==> src/rtl/mul8_rr_sched.sv <==
// Round-robin scheduler sharing one mul8 array multiplier among NREQ requesters.
// Two-stage pipeline: S1 operand register feeding mul8, S2 result register.

module mul8 (
    input  logic [7:0]  a,
    input  logic [7:0]  b,
    output logic [16:0] y
);
    always_comb begin
        y = '0;
        for (int i = 0; i < 8; i++) begin
            if (b[i]) begin
                y = y + (17'(a) << i);
            end
        end
    end
endmodule

module mul8_rr_sched #(
    parameter int NREQ = 4,
    parameter int IDW  = 2
) (
    input  logic              clk,
    input  logic              rst,
    input  logic [NREQ-1:0]   req_valid,
    output logic [NREQ-1:0]   req_ready,
    input  logic [NREQ*8-1:0] req_a,
    input  logic [NREQ*8-1:0] req_b,
    output logic              res_valid,
    input  logic              res_ready,
    output logic [IDW-1:0]    res_id,
    output logic [15:0]       res_y
);
    logic           s1_v;
    logic [7:0]     s1_a;
    logic [7:0]     s1_b;
    logic [IDW-1:0] s1_id;
    logic           s2_v;
    logic [15:0]    s2_y;
    logic [IDW-1:0] s2_id;
    logic [IDW-1:0] last;

    logic           s2_free;
    logic           s1_free;
    logic           adv;
    logic           xfer;
    logic           gnt_found;
    logic [IDW-1:0] gnt_id;
    logic [7:0]     g_a;
    logic [7:0]     g_b;
    logic [16:0]    mul_y;
    logic           unused_y16;

    assign s2_free = !s2_v || res_ready;
    assign s1_free = !s1_v || s2_free;
    assign adv     = s1_v && s2_free;
    assign xfer    = |req_ready;

    // Search starts just past the last winner so every requester gets a turn.
    always_comb begin
        int             idx;
        logic [IDW-1:0] cand;
        gnt_found = 1'b0;
        gnt_id    = '0;
        idx       = 0;
        cand      = '0;
        for (int k = 1; k <= NREQ; k++) begin
            idx  = (int'(last) + k) % NREQ;
            cand = IDW'(idx);
            if (!gnt_found && req_valid[cand]) begin
                gnt_found = 1'b1;
                gnt_id    = cand;
            end
        end
    end

    always_comb begin
        req_ready = '0;
        if (gnt_found && s1_free && !rst) begin
            req_ready[gnt_id] = 1'b1;
        end
    end

    always_comb begin
        g_a = '0;
        g_b = '0;
        for (int i = 0; i < NREQ; i++) begin
            if (gnt_id == IDW'(i)) begin
                g_a = req_a[8*i +: 8];
                g_b = req_b[8*i +: 8];
            end
        end
    end

    mul8 u_mul8 (
        .a (s1_a),
        .b (s1_b),
        .y (mul_y)
    );

    // Top product bit can never be set for 8-bit operands.
    assign unused_y16 = mul_y[16];

    always_ff @(posedge clk) begin
        if (rst) begin
            s1_v  <= 1'b0;
            s1_a  <= '0;
            s1_b  <= '0;
            s1_id <= '0;
            s2_v  <= 1'b0;
            s2_y  <= '0;
            s2_id <= '0;
            last  <= IDW'(NREQ - 1);
        end else begin
            if (xfer) begin
                s1_a  <= g_a;
                s1_b  <= g_b;
                s1_id <= gnt_id;
                last  <= gnt_id;
            end
            s1_v <= xfer || (s1_v && !s2_free);
            if (adv) begin
                s2_y  <= mul_y[15:0];
                s2_id <= s1_id;
            end
            s2_v <= adv || (s2_v && !res_ready);
        end
    end

    assign res_valid = s2_v;
    assign res_id    = s2_id;
    assign res_y     = s2_y;
endmodule

==> config.mk <==
export PLATFORM = sky130hd
export DESIGN_NAME = mul8_rr_sched
export DESIGN_NICKNAME = d
export VERILOG_FILES = /design/src/rtl/mul8_rr_sched.sv
export SDC_FILE = /design/constraint.sdc
export NUM_CORES = 1
export LEC_CHECK = 0
export ABC_AREA = 1
export BUFFER_PORTS_ARGS = -buffer_cell sky130_fd_sc_hd__buf_2
export CAP_MARGIN = 15
export CELL_PAD_IN_SITES_DETAIL_PLACEMENT = 1
export CELL_PAD_IN_SITES_GLOBAL_PLACEMENT = 1
export CORE_ASPECT_RATIO = 1.4
export CORE_MARGIN = 2
export CORE_UTILIZATION = 44
export CTS_BUF_LIST = sky130_fd_sc_hd__clkbuf_4 sky130_fd_sc_hd__clkbuf_8
export CTS_CLUSTER_SIZE = 28
export DETAILED_ROUTE_END_ITERATION = 10
export PLACE_DENSITY_LB_ADDON = 0.1
export REMOVE_ABC_BUFFERS = 1
export SETUP_SLACK_MARGIN = 0.5
export SLEW_MARGIN = 20
export SYNTH_ARGS = -nofsm -noshare
export SYNTH_HDL_FRONTEND = slang
export SYNTH_SLANG_ARGS = --single-unit
==> constraint.sdc <==
create_clock -name clk -period 12.1 [get_ports clk]
set_input_delay 0.605 -clock clk [delete_from_list [all_inputs] [get_ports clk]]
set_output_delay 0.605 -clock clk [all_outputs]
set_load 0.02 [all_outputs]
# Word-level counts from Yosys, hierarchy flattened
# Index checks and enable logic that the tools add are counted.
# Widths: inputs -> output; s select.
[word_totals]
regBits = 40
latch_bits = 0
ram_bits = 0
romBits = 0
input_bits = 71
output_inout_bits = 23
n_memories = 0
[op_classes]
n_addsub = 11
multipliers = 0
n_div = 0
n_lt_le_gt_ge = 6
eq_ne = 3
shift = 0
mux = 35
bitwise = 0
n_reduce_logical = 23
[ops]
columns = ["operator", "count"]
rows = [
  ["$mux 16", 7],
  ["$mux 8", 9],
  ["$add 16x10->16", 1],
  ["$add 16x11->16", 1],
  ["$add 16x12->16", 1],
  ["$add 16x13->16", 1],
  ["$add 16x14->16", 1],
  ["$add 16x15->16", 1],
  ["$lt 2x3->1 const B", 5],
  ["$add 8x9->10", 1],
  ["$logic_and 1x1->1", 9],
  ["$mux 1", 9],
  ["$bmux 1 s2", 4],
  ["$logic_not 1->1", 8],
  ["$mux 2", 4],
  ["$add 2x1->2 const B", 2],
  ["$add 2x2->2 const B", 2],
  ["$eq 2x2->1 const B", 2],
  ["$logic_or 1x1->1", 4],
  ["$mux 4", 1],
  ["$reduce_or 4->1", 1],
  ["$demux 1 s2", 1],
  ["$eq 2x1->1 const B", 1],
  ["$ge 2x1->1 const B", 1],
  ["$logic_not 2->1", 1],
]

# Depth between registers and ports, before layout
[depth]
ltp_word = 20
ltp_mapped = 59
ltp_nobuf = 58

# By module
# A second synthesis with hierarchy kept.
[hier_totals]
cells_unflattened = 880
hier_area_um2 = 5522.8
[by_module_without_submodules]
columns = ["mod", "instances", "cells_each", "area_per_inst_um2", "seq_area_each_um2"]
rows = [
  ["mul8", 1, 532, 3228.1, 0.0],
  ["mul8_rr_sched", 1, 348, 2294.7, 800.8],
]

# Worst setup path after synthesis
# OpenSTA, ideal clock, no wires.
[synth_path]
kind = "reg2reg"
from = "register s1_a[1]"
to = "register s2_y[14] (netlist: res_y[14])"
setup_time_ns = 0.132
arrival_ns = 7.529
path_slack_ns = 4.438
stages_incl_launch_ff = 50
synth_period_minus_slack_ns = 7.662
path_cell_list = "dfxtp_1 > nand2_1 > inv_1 > ha_1 > fa_1 > nand4_1 > nand2_1 > xor2_1 > o21ai_0 > ha_1 > a21oi_1 > o21ai_0 > xnor2_1 > nand2_1 > nand2_1 > inv_1 > ha_1 > a21oi_1 > [14 not listed] > a21oi_1 > xor2_1 > or2_2 > nand2_1 > ha_1 > a21oi_1 > xor2_1 > nand2_1 > and2_1 > ha_1 > a21oi_1 > nor2_1 > o21ai_0 > nand2_1 > xnor2_1 > nand2_1 > o211ai_1 > a21oi_1"
[synth_via]
elab_chain_cells = 15
[synth_lines]
columns = ["item", "line_no", "source"]
rows = [
  ["start: declaration", "35", "logic [7:0] s1_a;"],
  ["start signal: assignment", "116", "s1_a <= g_a;"],
  ["$mux 8", "12", "if (b[i]) begin"],
  ["$add 8x9->10", "13", "y = y + (17'(a) << i);"],
  ["$mux 16", "12", ""],
  ["$add 16x10->16", "13", ""],
  ["$mux 16", "12", ""],
  ["$add 16x11->16", "13", ""],
  ["$mux 16", "12", ""],
  ["$add 16x12->16", "13", ""],
  ["$mux 16", "12", ""],
  ["$add 16x13->16", "13", ""],
  ["$mux 16", "12", ""],
  ["$add 16x14->16", "13", ""],
  ["$mux 16", "12", ""],
  ["$add 16x15->16", "13", ""],
  ["$mux 16 *", "12", ""],
  ["end signal: assignment", "123", "s2_y <= mul_y[15:0];"],
  ["end: declaration", "39", "logic [15:0] s2_y;"],
]
# Mark *: on every way between the ends. The rest lies on a longest branch, timed or not.
# A chain may end at the register's enable or synchronous reset.

# Worst setup path after layout
# Same ends and word-level chain as after synthesis.

==> flow_summary.json <==
{
  "status": "finished clean",
  "synthCells": 814,
  "worstHoldStart": "res_y[15]",
  "clockBufferDepth": 2,
  "yosys_warnings": 0,
  "grt_max_degree": 32,
  "top_layer": "met4",
  "grt_pass1_vias": 5948,
  "fin_tns_setup_ps": 0,
  "timing.fmax_mhz": 111,
  "h-tree-depth": 2,
  "place_area_um2": 5670,
  "async_reset_ff_share_pct": 0,
  "rsz0062_at_grt": "false",
  "die_y_um": 133,
  "port-buffer-count": 93,
  "critPathMaxStageDelay_ps": 510,
  "start_kind": "flip-flop",
  "holdBufCountCts": 0,
  "p_sw_share_pct": 59.1,
  "cts-root-buf": "clkbuf_8",
  "nFillCells": 1654,
  "fin_crit_ps": 9020,
  "die_area_um2": 12700,
  "crit_fanout": 11,
  "gp_congestion": 0.863,
  "ant_nets": 0,
  "crit_slowest_cell": "dfxtp_1",
  "synthToLayoutAreaGrowth_pct": 11.3,
  "cts_resized": 0,
  "drive_gt1_share_pct": 17.3,
  "fin_nets": 1023,
  "drv_cap": 0,
  "slew_viol_final": 0,
  "grt_pass1_wl_mm": 27.6,
  "finish.instance_area_um2": 5780,
  "grt_antenna_before_repair": 1,
  "wl_met1_mm": 7.16,
  "crit_required_ps": 12260,
  "worst_setup_hold_path_clk_slew_ps": 90,
  "dpl_worst_slack_ps": 3140,
  "cts_setup_buffers": 0,
  "clock_latency_ps": 300,
  "core.rowCount": 47,
  "dp_cells": 1027,
  "synth_area_um2": 5200,
  "yosysTopAreaCell": "nand2_1",
  "routed-via-count": 5640,
  "vias_per_cell": 5.44,
  "wl_per_cell_um": 16.1,
  "drcViolationCount": 0,
  "regToRegEndpoint": "res_y[14]",
  "yosys.area.top_type_share_pct": 15.5,
  "arrival_ps": 9180,
  "min_to": "res_y[15]",
  "critical_path_class": "flip-flop to flip-flop",
  "boundaryPins": 94,
  "intPower_uw": 790,
  "clkPwrFrac_pct": 5.7,
  "yosys-top-cells-count": "215 x nand2_1, 96 x inv_1, 77 x nand3_1, 62 x a21oi_1, 58 x ha_1",
  "clock_skew_ps": 9.73,
  "cts_made_buffers": 5,
  "start_util_pct": 44.4,
  "leakagePower_uw": 0.00313,
  "min_path_cells": 2,
  "yosysSeqAreaShare_pct": 15.4,
  "pwr-share-comb_pct": 79.3,
  "die_width_um": 95.8,
  "firstDrtPassIters": 4,
  "pwr-share-seq_pct": 15.0,
  "synth_edf_count": 0,
  "period_share_pct": 74.5,
  "hold_viol_final": 0,
  "fin_ws_ps": 3080,
  "instances_no_fill": 1036,
  "setup_violations": 0,
  "hold_class": "flip-flop to flip-flop",
  "grt_usage_pct": 26.9,
  "reg2reg_slack_ps": 3080,
  "reg2reg_depth": 47,
  "cp_common_cell": "nand2_1",
  "wl_met3_um": 469,
  "tightest_slew_ps": 1020,
  "syn_area_per_cell_um2": 6.38,
  "grt_overflow_total": 0,
  "fin_hold_ws_ps": 471,
  "power.density_nw_per_um2": 335,
  "drt_iter0_markers": 141,
  "core-area_um2": 11700,
  "yosysMostFrequentCell": "nand2_1",
  "ir_drop_mv": 0.226,
  "dr_wl_met2_mm": 8.66,
  "end_kind": "flip-flop",
  "tritoncts": "done",
  "reg2reg_from": "s1_a[1]",
  "slew_headroom_pct": 32.3,
  "cts_sinks": 40,
  "yosysUniqueCellTypes": 52,
  "dpl.hpwl_mm": 13.8,
  "synthFlopType": "dfxtp_1",
  "synthTopCellsByArea": "nand2_1 16%, dfxtp_1 15%, ha_1 14%, nand3_1 7.4%, inv_1 6.9%",
  "ys_seq_elements": 40,
  "wl_mm": 16.7,
  "power_switching_uw": 1140
}
[state kept, by name, summed over array words and instances (netlist names)]
name / cells
last: 2
res_id: 2
res_valid: 1
res_y: 16
s1_a: 8
s1_b: 8
s1_id: 2
s1_v: 1
[layer usage]
metal / global-route usage, % / vias up
met5: 0 / -
met4: 7.62 / 0
met3: 3.02 / 29
met2: 49.5 / 107
met1: 32.0 / 2666
li1: - / 2838
[layout by cell type (no fill, tap or decap), types with 5 or more instances in the layout]
cell      Yosys  final
nand3_1      77     77
or2_2        11     11
o21ai_1      12     12
nand2_2       8      8
xnor2_1       8      8
buf_2         3     93
nand3_2       7      7
clkbuf_8      0      5
dfxtp_1      40     40
fa_1          7      7
nand2_1     215    215
o21ai_0      41     41
a22o_1        5      5
nand4_1       5      5
a31oi_1      12     12
inv_1        96     96
o21ai_2       5      5
xor2_1       14     14
a21oi_1      62     62
and2_1       10     10
ha_1         58     58
nor2_1       42     42
[cells by family (layout without fill, tap and decap cells)]
| group | after synthesis | in the layout | share of synthesized area [%] |
|---|---|---|---|
| AO/OA/AOI/OAI | 164 | 164 | 18.4 |
| XOR/XNOR | 23 | 23 | 4.02 |
| adder cells (fa/ha/maj) | 65 | 65 | 16.7 |
| buffers and inverters | 132 | 206 | 11.3 |
| flip-flops | 40 | 40 | 15.4 |
| other | 0 | 1 | 0 |
| AND/OR/NAND/NOR | 390 | 390 | 34.1 |
[metrics by stage]
step / power [uW] / util, %
finish: 1930 / 49.4
CTS: 1950 / 49.4
global placement: 1760 / 48.4
floorplan: 1420 / -
detailed placement: 1820 / 48.4
global route: 2160 / 49.4
[critical path: cells and delay by family (launching register included)]
family / cells / cell delay (ps)
xor gates and xnor gates: 6 / 970
and+or+nand+nor: 17 / 2060
AOI/OAI and AO/OA: 13 / 2580
adders and majority gates: 8 / 2600
DFF: 1 / 510
buffers and inverters: 3 / 170
[power by group through the flow]
| stage | logic (uW) | registers [uW] | clock network (uW) |
|---|---|---|---|
| final | 1530 | 291 | 110 |
| after global routing | 1740 | 299 | 117 |
| after CTS | 1540 | 292 | 113 |
| after detailed placement | 1530 | 295 | 0 |
| after global placement | 1470 | 289 | 0 |
| after floorplan | 1150 | 272 | 0 |
[layout make-up]
| cell class | instances | area (um2) | share of cell area (%) |
|---|---|---|---|
| Clock inverter | 3 | 42.5 | 0.736 |
| Inverter | 105 | 412 | 7.12 |
| Tap cell | 147 | 184 | 3.18 |
| Timing Repair Buffer | 93 | 465 | 8.05 |
| Sequential cell | 40 | 801 | 13.8 |
| Clock buffer | 5 | 68.8 | 1.19 |
| Antenna cell | 1 | 2.50 | 0.0433 |
| Multi-Input combinational cell | 642 | 3810 | 65.8 |
[how the worst max path moves through the flow]
stage | from | endpoint | slack, ps | depth (start not counted)
after floorplan | s1_a[1] | res_y[14] | 4460 | 49
after global placement | s1_a[1] | res_y[14] | 3430 | 49
after detailed placement | s1_a[1] | res_y[14] | 3140 | 47
after CTS | s1_a[1] | res_y[14] | 3090 | 47
after global routing | s1_a[1] | res_y[14] | 2210 | 50
final | s1_a[1] | res_y[14] | 3080 | 47
No activity file was read; power rests on OpenSTA's default activity.
